<file path="src/rtl/dm_arb_pkg.sv">
// ============================================================================
// Module : dm_arb_pkg
// Brief  : Shared sizes, state encoding and requester IDs for dm_arbiter
// Rev    : 1.0
// ============================================================================
`default_nettype none

package dm_arb_pkg;

    localparam int DM_DEPTH = 3072;
    localparam int DM_AW    = 12;
    localparam int DM_DW    = 32;

    typedef enum logic [0:0] {
        ST_CLEAR = 1'b0,
        ST_RUN   = 1'b1
    } state_e;

    typedef enum logic [0:0] {
        REQ_CPU = 1'b0,
        REQ_DBG = 1'b1
    } req_id_e;

    // Debug-port writes carry no instruction PC, so traces show this marker
    localparam logic [31:0] DBG_TRACE_PC = 32'hFFFF_FFFF;

endpackage

`default_nettype wire

</file>
<file path="src/rtl/dm_arbiter_rr_arb2.sv">
// ============================================================================
// Module : rr_arb2
// Brief  : Two-way round-robin arbiter; on a tie the requester not granted last wins
// Rev    : 1.0
// ============================================================================
`default_nettype none

module rr_arb2
    import dm_arb_pkg::*;
(
    input  logic [1:0] req,
    input  req_id_e    last,
    output logic [1:0] gnt
);

    always_comb begin
        gnt = 2'b00;
        case (req)
            2'b01:   gnt = 2'b01;
            2'b10:   gnt = 2'b10;
            2'b11:   gnt = (last == REQ_CPU) ? 2'b10 : 2'b01;
            default: gnt = 2'b00;
        endcase
    end

endmodule

`default_nettype wire

</file>
<file path="src/rtl/dm_arbiter.sv">
// ============================================================================
// Module : dm_arbiter
// Brief  : Round-robin cpu/dbg access to single-port data memory with zero-fill
//          sweep and registered read data. Optional write trace: DM_ARB_TRACE_EN
// Rev    : 1.0
// ============================================================================
`default_nettype none

module dm_arbiter
    import dm_arb_pkg::*;
#(
    parameter int DEPTH = DM_DEPTH,
    parameter int AW    = DM_AW,
    parameter int DW    = DM_DW
) (
    input  logic          clk,
    input  logic          reset,
    input  logic          clr_req,
    output logic          busy,
    input  logic          cpu_req,
    input  logic          cpu_we,
    input  logic [31:0]   cpu_addr,
    input  logic [DW-1:0] cpu_wdata,
    input  logic [31:0]   cpu_pc,
    output logic          cpu_gnt,
    output logic          cpu_rvalid,
    output logic [DW-1:0] cpu_rdata,
    input  logic          dbg_req,
    input  logic          dbg_we,
    input  logic [31:0]   dbg_addr,
    input  logic [DW-1:0] dbg_wdata,
    output logic          dbg_gnt,
    output logic          dbg_rvalid,
    output logic [DW-1:0] dbg_rdata,
    output logic          err,
    output logic          mem_we,
    output logic [AW-1:0] mem_addr,
    output logic [DW-1:0] mem_wdata,
    input  logic [DW-1:0] mem_rdata
);

    localparam logic [AW-1:0] LAST_PTR = AW'(DEPTH - 1);
    localparam logic [AW:0]   DEPTH_W  = (AW + 1)'(DEPTH);

    state_e        state_q, state_d;
    logic [AW-1:0] clr_ptr_q, clr_ptr_d;
    req_id_e       last_q, last_d;
    logic          cpu_rvalid_q, dbg_rvalid_q, err_q;
    logic [DW-1:0] cpu_rdata_q, dbg_rdata_q;

    logic          w_arb_en;
    logic [1:0]    w_req;
    logic [1:0]    w_gnt;
    logic          w_any_gnt;
    logic          w_sel_dbg;
    logic          w_we;
    logic [31:0]   w_addr;
    logic [DW-1:0] w_wdata;
    logic [AW-1:0] w_word;
    logic          w_in_range;
    logic          w_unused;

    // A clear request in RUN masks both requesters so nothing is granted that cycle
    assign w_arb_en = (state_q == ST_RUN) && !clr_req;
    assign w_req    = {dbg_req, cpu_req} & {2{w_arb_en}};

    rr_arb2 u_rr_arb2 (
        .req  (w_req),
        .last (last_q),
        .gnt  (w_gnt)
    );

    assign w_any_gnt  = |w_gnt;
    assign w_sel_dbg  = w_gnt[1];
    assign w_we       = w_sel_dbg ? dbg_we    : cpu_we;
    assign w_addr     = w_sel_dbg ? dbg_addr  : cpu_addr;
    assign w_wdata    = w_sel_dbg ? dbg_wdata : cpu_wdata;
    assign w_word     = w_addr[AW+1:2];
    assign w_in_range = ({1'b0, w_word} < DEPTH_W) && (w_addr[31:AW+2] == '0);

    assign cpu_gnt    = w_gnt[0];
    assign dbg_gnt    = w_gnt[1];
    assign cpu_rvalid = cpu_rvalid_q;
    assign dbg_rvalid = dbg_rvalid_q;
    assign cpu_rdata  = cpu_rdata_q;
    assign dbg_rdata  = dbg_rdata_q;
    assign err        = err_q;

    // PC is only consumed by the optional trace; byte-offset bits are ignored
    assign w_unused = ^{cpu_pc, w_addr[1:0]};

    always_comb begin
        state_d   = state_q;
        clr_ptr_d = clr_ptr_q;
        last_d    = last_q;
        busy      = 1'b0;
        mem_we    = 1'b0;
        mem_addr  = '0;
        mem_wdata = '0;
        case (state_q)
            ST_CLEAR: begin
                busy      = 1'b1;
                mem_we    = 1'b1;
                mem_addr  = clr_ptr_q;
                clr_ptr_d = clr_ptr_q + AW'(1);
                if (clr_ptr_q == LAST_PTR) begin
                    state_d   = ST_RUN;
                    clr_ptr_d = '0;
                end
            end
            ST_RUN: begin
                if (clr_req) begin
                    state_d   = ST_CLEAR;
                    clr_ptr_d = '0;
                end else if (w_any_gnt) begin
                    mem_we    = w_we & w_in_range;
                    mem_addr  = w_word;
                    mem_wdata = w_wdata;
                    last_d    = w_sel_dbg ? REQ_DBG : REQ_CPU;
                end
            end
            default: state_d = ST_CLEAR;
        endcase
    end

    always_ff @(posedge clk) begin
        if (reset) begin
            state_q      <= ST_CLEAR;
            clr_ptr_q    <= '0;
            last_q       <= REQ_DBG;
            cpu_rvalid_q <= 1'b0;
            dbg_rvalid_q <= 1'b0;
            err_q        <= 1'b0;
            cpu_rdata_q  <= '0;
            dbg_rdata_q  <= '0;
        end else begin
            state_q      <= state_d;
            clr_ptr_q    <= clr_ptr_d;
            last_q       <= last_d;
            cpu_rvalid_q <= w_gnt[0] & ~cpu_we;
            dbg_rvalid_q <= w_gnt[1] & ~dbg_we;
            err_q        <= w_any_gnt & ~w_in_range;
            if (w_gnt[0] && !cpu_we) begin
                cpu_rdata_q <= w_in_range ? mem_rdata : '0;
            end
            if (w_gnt[1] && !dbg_we) begin
                dbg_rdata_q <= w_in_range ? mem_rdata : '0;
            end
        end
    end

`ifdef DM_ARB_TRACE_EN
    always_ff @(posedge clk) begin
        if (!reset && w_any_gnt && w_we && w_in_range) begin
            $display("%d@%h: *%h <= %h", $time,
                     w_sel_dbg ? DBG_TRACE_PC : cpu_pc,
                     {w_addr[31:2], 2'b00}, w_wdata);
        end
    end
`else
`endif

endmodule

`default_nettype wire

</file>
<file path="config.mk">
export PLATFORM = sky130hd
export DESIGN_NAME = dm_arbiter
export DESIGN_NICKNAME = d
export VERILOG_FILES = /design/src/rtl/dm_arb_pkg.sv /design/src/rtl/dm_arbiter_rr_arb2.sv /design/src/rtl/dm_arbiter.sv
export SDC_FILE = /design/constraint.sdc
export NUM_CORES = 1
export LEC_CHECK = 0
export CELL_PAD_IN_SITES_DETAIL_PLACEMENT = 0
export CELL_PAD_IN_SITES_GLOBAL_PLACEMENT = 1
export CORE_AREA = 2 2 122 124
export CTS_CLUSTER_DIAMETER = 60
export DETAILED_ROUTE_END_ITERATION = 8
export DIE_AREA = 0 0 124 126
export DONT_BUFFER_PORTS = 1
export GPL_TIMING_DRIVEN = 0
export PLACE_DENSITY_LB_ADDON = 0.15
export REMOVE_ABC_BUFFERS = 1
export SETUP_SLACK_MARGIN = 0.2
export SLEW_MARGIN = 20
export SYNTH_ARGS = -nofsm -noshare
export SYNTH_HDL_FRONTEND = slang
export SYNTH_SLANG_ARGS = --single-unit
</file>
<file path="constraint.sdc">
create_clock -name clk -period 4.4 [get_ports clk]
set_input_delay 0.66 -clock clk [delete_from_list [all_inputs] [get_ports clk]]
set_output_delay 0.66 -clock clk [all_outputs]
set_load 0.1 [all_outputs]
</file>
; After elaboration in Yosys (flattened, before gate mapping)
; Index checks and enable logic that the tools add are counted.
[totals]
regBits = 81
latchBits = 0
ram_bits = 0
romBits = 0
inputBits = 199
output_inout_bits = 115
word_cells = 58
memories = 0
[classes]
n_addsub = 1
multipliers = 0
div_mod_pow = 0
order_cmp = 1
eq_ne = 5
shifts = 0
mux = 23
bitwise = 10
n_reduce_logical = 10
[ops]
columns = operator, n
row1 = 2-to-1 mux 32 bit, 6
row2 = 2-to-1 mux 12 bit, 4
row3 = one-hot mux 12 bit (2 select lines), 2
row4 = zero test 18 bit, 1
row5 = adder 12 x 1 -> 12 bit (second input constant), 1
row6 = equality test 12 bit (second input constant), 1
row7 = less-than comparator 12 bit (second input constant), 1
row8 = 2-to-1 mux 1 bit, 7
row9 = one-hot mux 2 bit (3 select lines), 1
row10 = NOT 1 bit, 5
row11 = bitwise AND 1 bit, 4
row12 = equality test 2 bit (second input constant), 2
row13 = logical AND 1 bit, 4
row14 = one-hot mux 1 bit (2 select lines), 2
row15 = zero test 1 bit, 3
row16 = AND reduction 3 bit, 1
row17 = bitwise AND 2 bit, 1
row18 = equality test 2 x 1 -> 1 bit (second input constant), 1
row19 = 2-to-1 mux 2 bit, 1
row20 = != test 2 bit (second input constant), 1
row21 = OR reduction 2 bit, 1

; Depth between registers and ports, before layout
[logic_depth]
depth_word = 12
depth_mapped = 7
depth_no_buf = 5

; Hierarchy
; From an unflattened synthesis, not the netlist that was laid out.
[unflattened]
hier_cells = 485
area_unflattened_um2 = 4359.2
[modules_own_cells]
columns = mod, instances, cells_each, area_each_um2, seq_area_each_um2
row1 = dm_arbiter, 1, 482, 4340.4, 1621.6
row2 = rr_arb2, 1, 3, 18.8, 0.0

; Worst setup path after synthesis
; Ideal clock, no wire load.
[synth_path]
kind = input to output
from = input clr_req
to = output mem_addr[9]
t_arrival_ns = 3.289
required_ns = 3.740
setup_slack_ns = 0.451
cell_stages = 5
cell_sequence = nor2b_1 > buf_2 > nand2_2 > mux2i_1 > o21ai_0
[synth_via]
elab_chain_cells = 9
elab_cells_between_ends = 12
classes_between = 3 x eq/ne / 5 x mux / 1 x bitwise / 3 x reduce/logical
[synth_lines]
columns = item, line
row1 = "start, declared", dm_arbiter.sv:18  ; input logic clr_req,
row2 = zero test 1 bit, dm_arbiter.sv:64  ; assign w_arb_en = (state_q == ST_RUN) && !clr_req;
row3 = logical AND 1 bit, dm_arbiter.sv:64
row4 = bitwise AND 2 bit, dm_arbiter.sv:65  ; assign w_req = {dbg_req, cpu_req} & {2{w_arb_en}};
row5 = equality test 2 bit or equality test 2 x 1 -> 1 bit (tied branches), dm_arbiter_rr_arb2.sv:18  ; case (req)
row6 = one-hot mux 2 bit (3 select lines), dm_arbiter_rr_arb2.sv:18
row7 = 2-to-1 mux 32 bit or OR reduction 2 bit (tied branches), "dm_arbiter.sv:76, dm_arbiter.sv:73"
row8 = 2-to-1 mux 12 bit, dm_arbiter.sv:115  ; end else if (w_any_gnt) begin
row9 = 2-to-1 mux 12 bit (*), dm_arbiter.sv:112  ; if (clr_req) begin
row10 = one-hot mux 12 bit (2 select lines) (*), dm_arbiter.sv:100  ; case (state_q)
row11 = "end, declared", dm_arbiter.sv:37  ; output logic [AW-1:0] mem_addr,
; Every way passes the cells marked *; elsewhere a longest branch is shown, timed or not.

; Worst setup path after layout
[layout_path]
from = register state_q
to = output mem_wdata[8]
[layout_via]
elab_chain_cells = 8
elab_cells_between_ends = 11
classes_between = 3 x eq/ne / 5 x mux / 1 x bitwise / 2 x reduce/logical
[layout_lines]
columns = item, line
row1 = "start, declared", dm_arbiter.sv:45  ; state_e state_q, state_d;
row2 = "start signal, assigned", dm_arbiter.sv:137  ; state_q <= state_d;
row3 = logical AND 1 bit (*), dm_arbiter.sv:64
row4 = bitwise AND 2 bit (*), dm_arbiter.sv:65
row5 = equality test 2 bit or equality test 2 x 1 -> 1 bit (tied branches), dm_arbiter_rr_arb2.sv:18
row6 = one-hot mux 2 bit (3 select lines) (*), dm_arbiter_rr_arb2.sv:18
row7 = net dbg_gnt, dm_arbiter.sv:32  ; output logic dbg_gnt,
row8 = 2-to-1 mux 32 bit or OR reduction 2 bit (tied branches), "dm_arbiter.sv:77, dm_arbiter.sv:73"
row9 = 2-to-1 mux 32 bit (*), dm_arbiter.sv:115
row10 = 2-to-1 mux 32 bit (*), dm_arbiter.sv:112
row11 = 2-to-1 mux 32 bit (*), dm_arbiter.sv:100
row12 = "end, declared", dm_arbiter.sv:38  ; output logic [DW-1:0] mem_wdata,
; The timed path passes the listed nets; every way through them passes the cells marked *.

==> metrics.cfg <==
[clock_tree]
clock_sinks = 81
clk_pin_slew_ns = 0.07
clock-root-buffer = clkbuf_16
numCtsBuffers = 9
clkLatencyLatePin_ns = 0.35
cts_tree = built
clock_path_buffers = 2
post_cts_buffers = 0
htreeDepth = 3

[synth]
syn_inst = 522
yosysTopAreaCell = dfxtp_1
synth_area_sq_um = 4302
async_flop_share_pct = 0
yosysUniqueCellTypes = 49
syn_area_per_cell_sq_um = 8.241
netlist_top_cells_area = dfxtp_1, o2bb2ai_1, nand4_1
yosysMostFrequentCell = dfxtp_1
yosys.area.top_type_share_pct = 37.70
synth_warnings = 0
synth-seq-area-share_pct = 37.70
synth-main-ff-cell = dfxtp_1
synth_edf_count = 0
ys_seq_elements = 81
ys_top_cells_by_count = dfxtp_1, nand2_1, nand4_1

[worst_setup_path]
arrival_ns = 3.25
start_kind = flip-flop
required_ns = 3.74
path_class = flip-flop to primary output
r2r_slack_ns = 1.91
critPathCaptureType = primary output
path_max_fanout = 44

[final_layout]
post-route-cell-area_sq_um = 5514
area_growth_pct = 28.19
final_cells = 687
num-nets-final = 697
layout-drive-gt1-share_pct = 18.73

[placed_design]
gp_congestion = 0.7790
placed_cell_area_sq_um = 5086
dp.final_hpwl_mm = 11.82
place_inst = 670
io_buffers = 0
place_ws_ns = -1.231

[floorplan]
initial_core_util_pct = 30.05
die_h_um = 126
design.portCount = 314
core_area_sq_um = 14310
dieArea_sq_um = 15620
rows = 44
die_w_um = 124

[timing]
setup-violations-final = 0
min_period_ns = 3.908
tightest_slew_ns = 1.125
setup_ws_ns = 0.4923
fmax_mhz = 255.9
slew_headroom_pct = 24.56
maxSlewViolCount = 0
post-route-period-util_pct = 88.81
rsz0062_at_grt = no
skew_ns = 0.008516
final-hold-violation-count = 0
tns_ns = 0

[global_route]
grt_usage_pct = 20.55
overflow = 0
grt_max_degree = 51
antenna_found_initial = 1
grt_first_pass_wirelength_mm = 24.25
grt_pass1_vias = 4076

[outcome]
status = finished, final reports clean

[drt]
drtAntennaViolNets = 0
drt-initial-drc-count = 189
dr.pass1.iters = 4
vias_per_cell = 6.044
vias = 4152
drt-total-wl_mm = 16.41
drc = 0
wl_per_cell_um = 23.88

[pwr]
vdd_drop_max_mv = 0.1861
finalPower_w = 0.001626
power.leakage_nw = 1.674
powerDensity_nw_per_um2 = 295.0

[min_path]
hold_path_class = input port to flip-flop

[run]
maxCapViolCount = 0

## layout by cell type (no fill, tap or decap), drive strengths merged, types with 3 or more instances in the layout
| cell type | instances |
|---|---|
| nand3 | 4 |
| a22o | 3 |
| mux2i | 12 |
| and3 | 3 |
| nor2b | 34 |
| clkinv | 3 |
| o22ai | 6 |
| nand2 | 72 |
| o2bb2ai | 69 |
| clkbuf | 9 |
| o21ai | 5 |
| dfxtp | 81 |
| nor4 | 10 |
| inv | 10 |
| nor3 | 3 |
| a31oi | 3 |
| nand4 | 71 |
| buf | 17 |
| nor2 | 13 |
| a21oi | 43 |
## state kept, by name, indices dropped and copies added (netlist names)
register and cells:
err 1, cpu_rvalid 1, last_q 1, clr_ptr_q 12, state_q 1, dbg_rdata 32
cpu_rdata 32, dbg_rvalid 1
## report_power, final
| group | switching (W) | internal, W |
|---|---|---|
| Combinational | 0.0000738 | 0.0000362 |
| Clock | 0.000335 | 0.000444 |
| Sequential | 0.00000277 | 0.000735 |
| Total | 0.000411 | 0.00121 |
## stage by stage
stage | util [%] | hold WS [ns]
6_report | 38.52 | 0.3762
5_1_grt | 38.52 | 0.3714
4_1_cts | 38.51 | 0.3621
3_5_place_dp | 35.53 | 0.5069
3_3_place_gp | 29.96 | 0.5038
2_1_floorplan | - | 0.4735
## area by class of cell
type                    count  area [sq um]
repair buffers             17         341.6
fillers                  1433          8800
inverters                   9         40.04
clock buffers               9         225.2
clock inverters             7         76.32
well taps                 184         230.2
flip-flops and latches     81          1623
multi-input cells         379          2975
diodes                      1         2.502
## repair_timing
action,4_1_cts,5_1_grt
hold buffers,0,0
gates resized for setup,20,0
setup endpoints to repair,46,0
## cells by family (layout without fill, tap and decap cells)
kind of cell	after synthesis	after routing	share of synthesized area [%]
mux	12	12	2.792
compound gates	142	142	24.43
xor+xnor	2	2	0.4073
fa+ha+maj	1	1	0.2908
simple gates	222	222	27.92
flops	81	81	37.70
other cells	0	1	0
buf+inv	62	42	6.457
## worst max-delay path, cell delays in order, from the launching register on
cell,delay [ns]
dfxtp_2,0.66
nor2b_4,0.47
nand2_4,0.40
inv_6,0.48
nand2_1,0.17
a21oi_4,0.67
## metal layers
layer | share of wire [%] | wire, um | global-route usage (%)
met5 | 0 | 0 | 0
met4 | 2.4 | 400 | 8.063
met3 | 9.6 | 1570 | 6.567
met2 | 49 | 8046 | 34.23
met1 | 39 | 6389 | 24.38
## path summary, 6_finish.rpt
kind,startpoint,to,depth (start not counted)
max reg2reg,state_q,cpu_rdata[2],6
min,dbg_we,dbg_rvalid,1
min reg2reg,clr_ptr_q[8],clr_ptr_q[8],2
max,state_q,mem_wdata[8],5
Note: power is estimated with default switching activity, not from simulation.
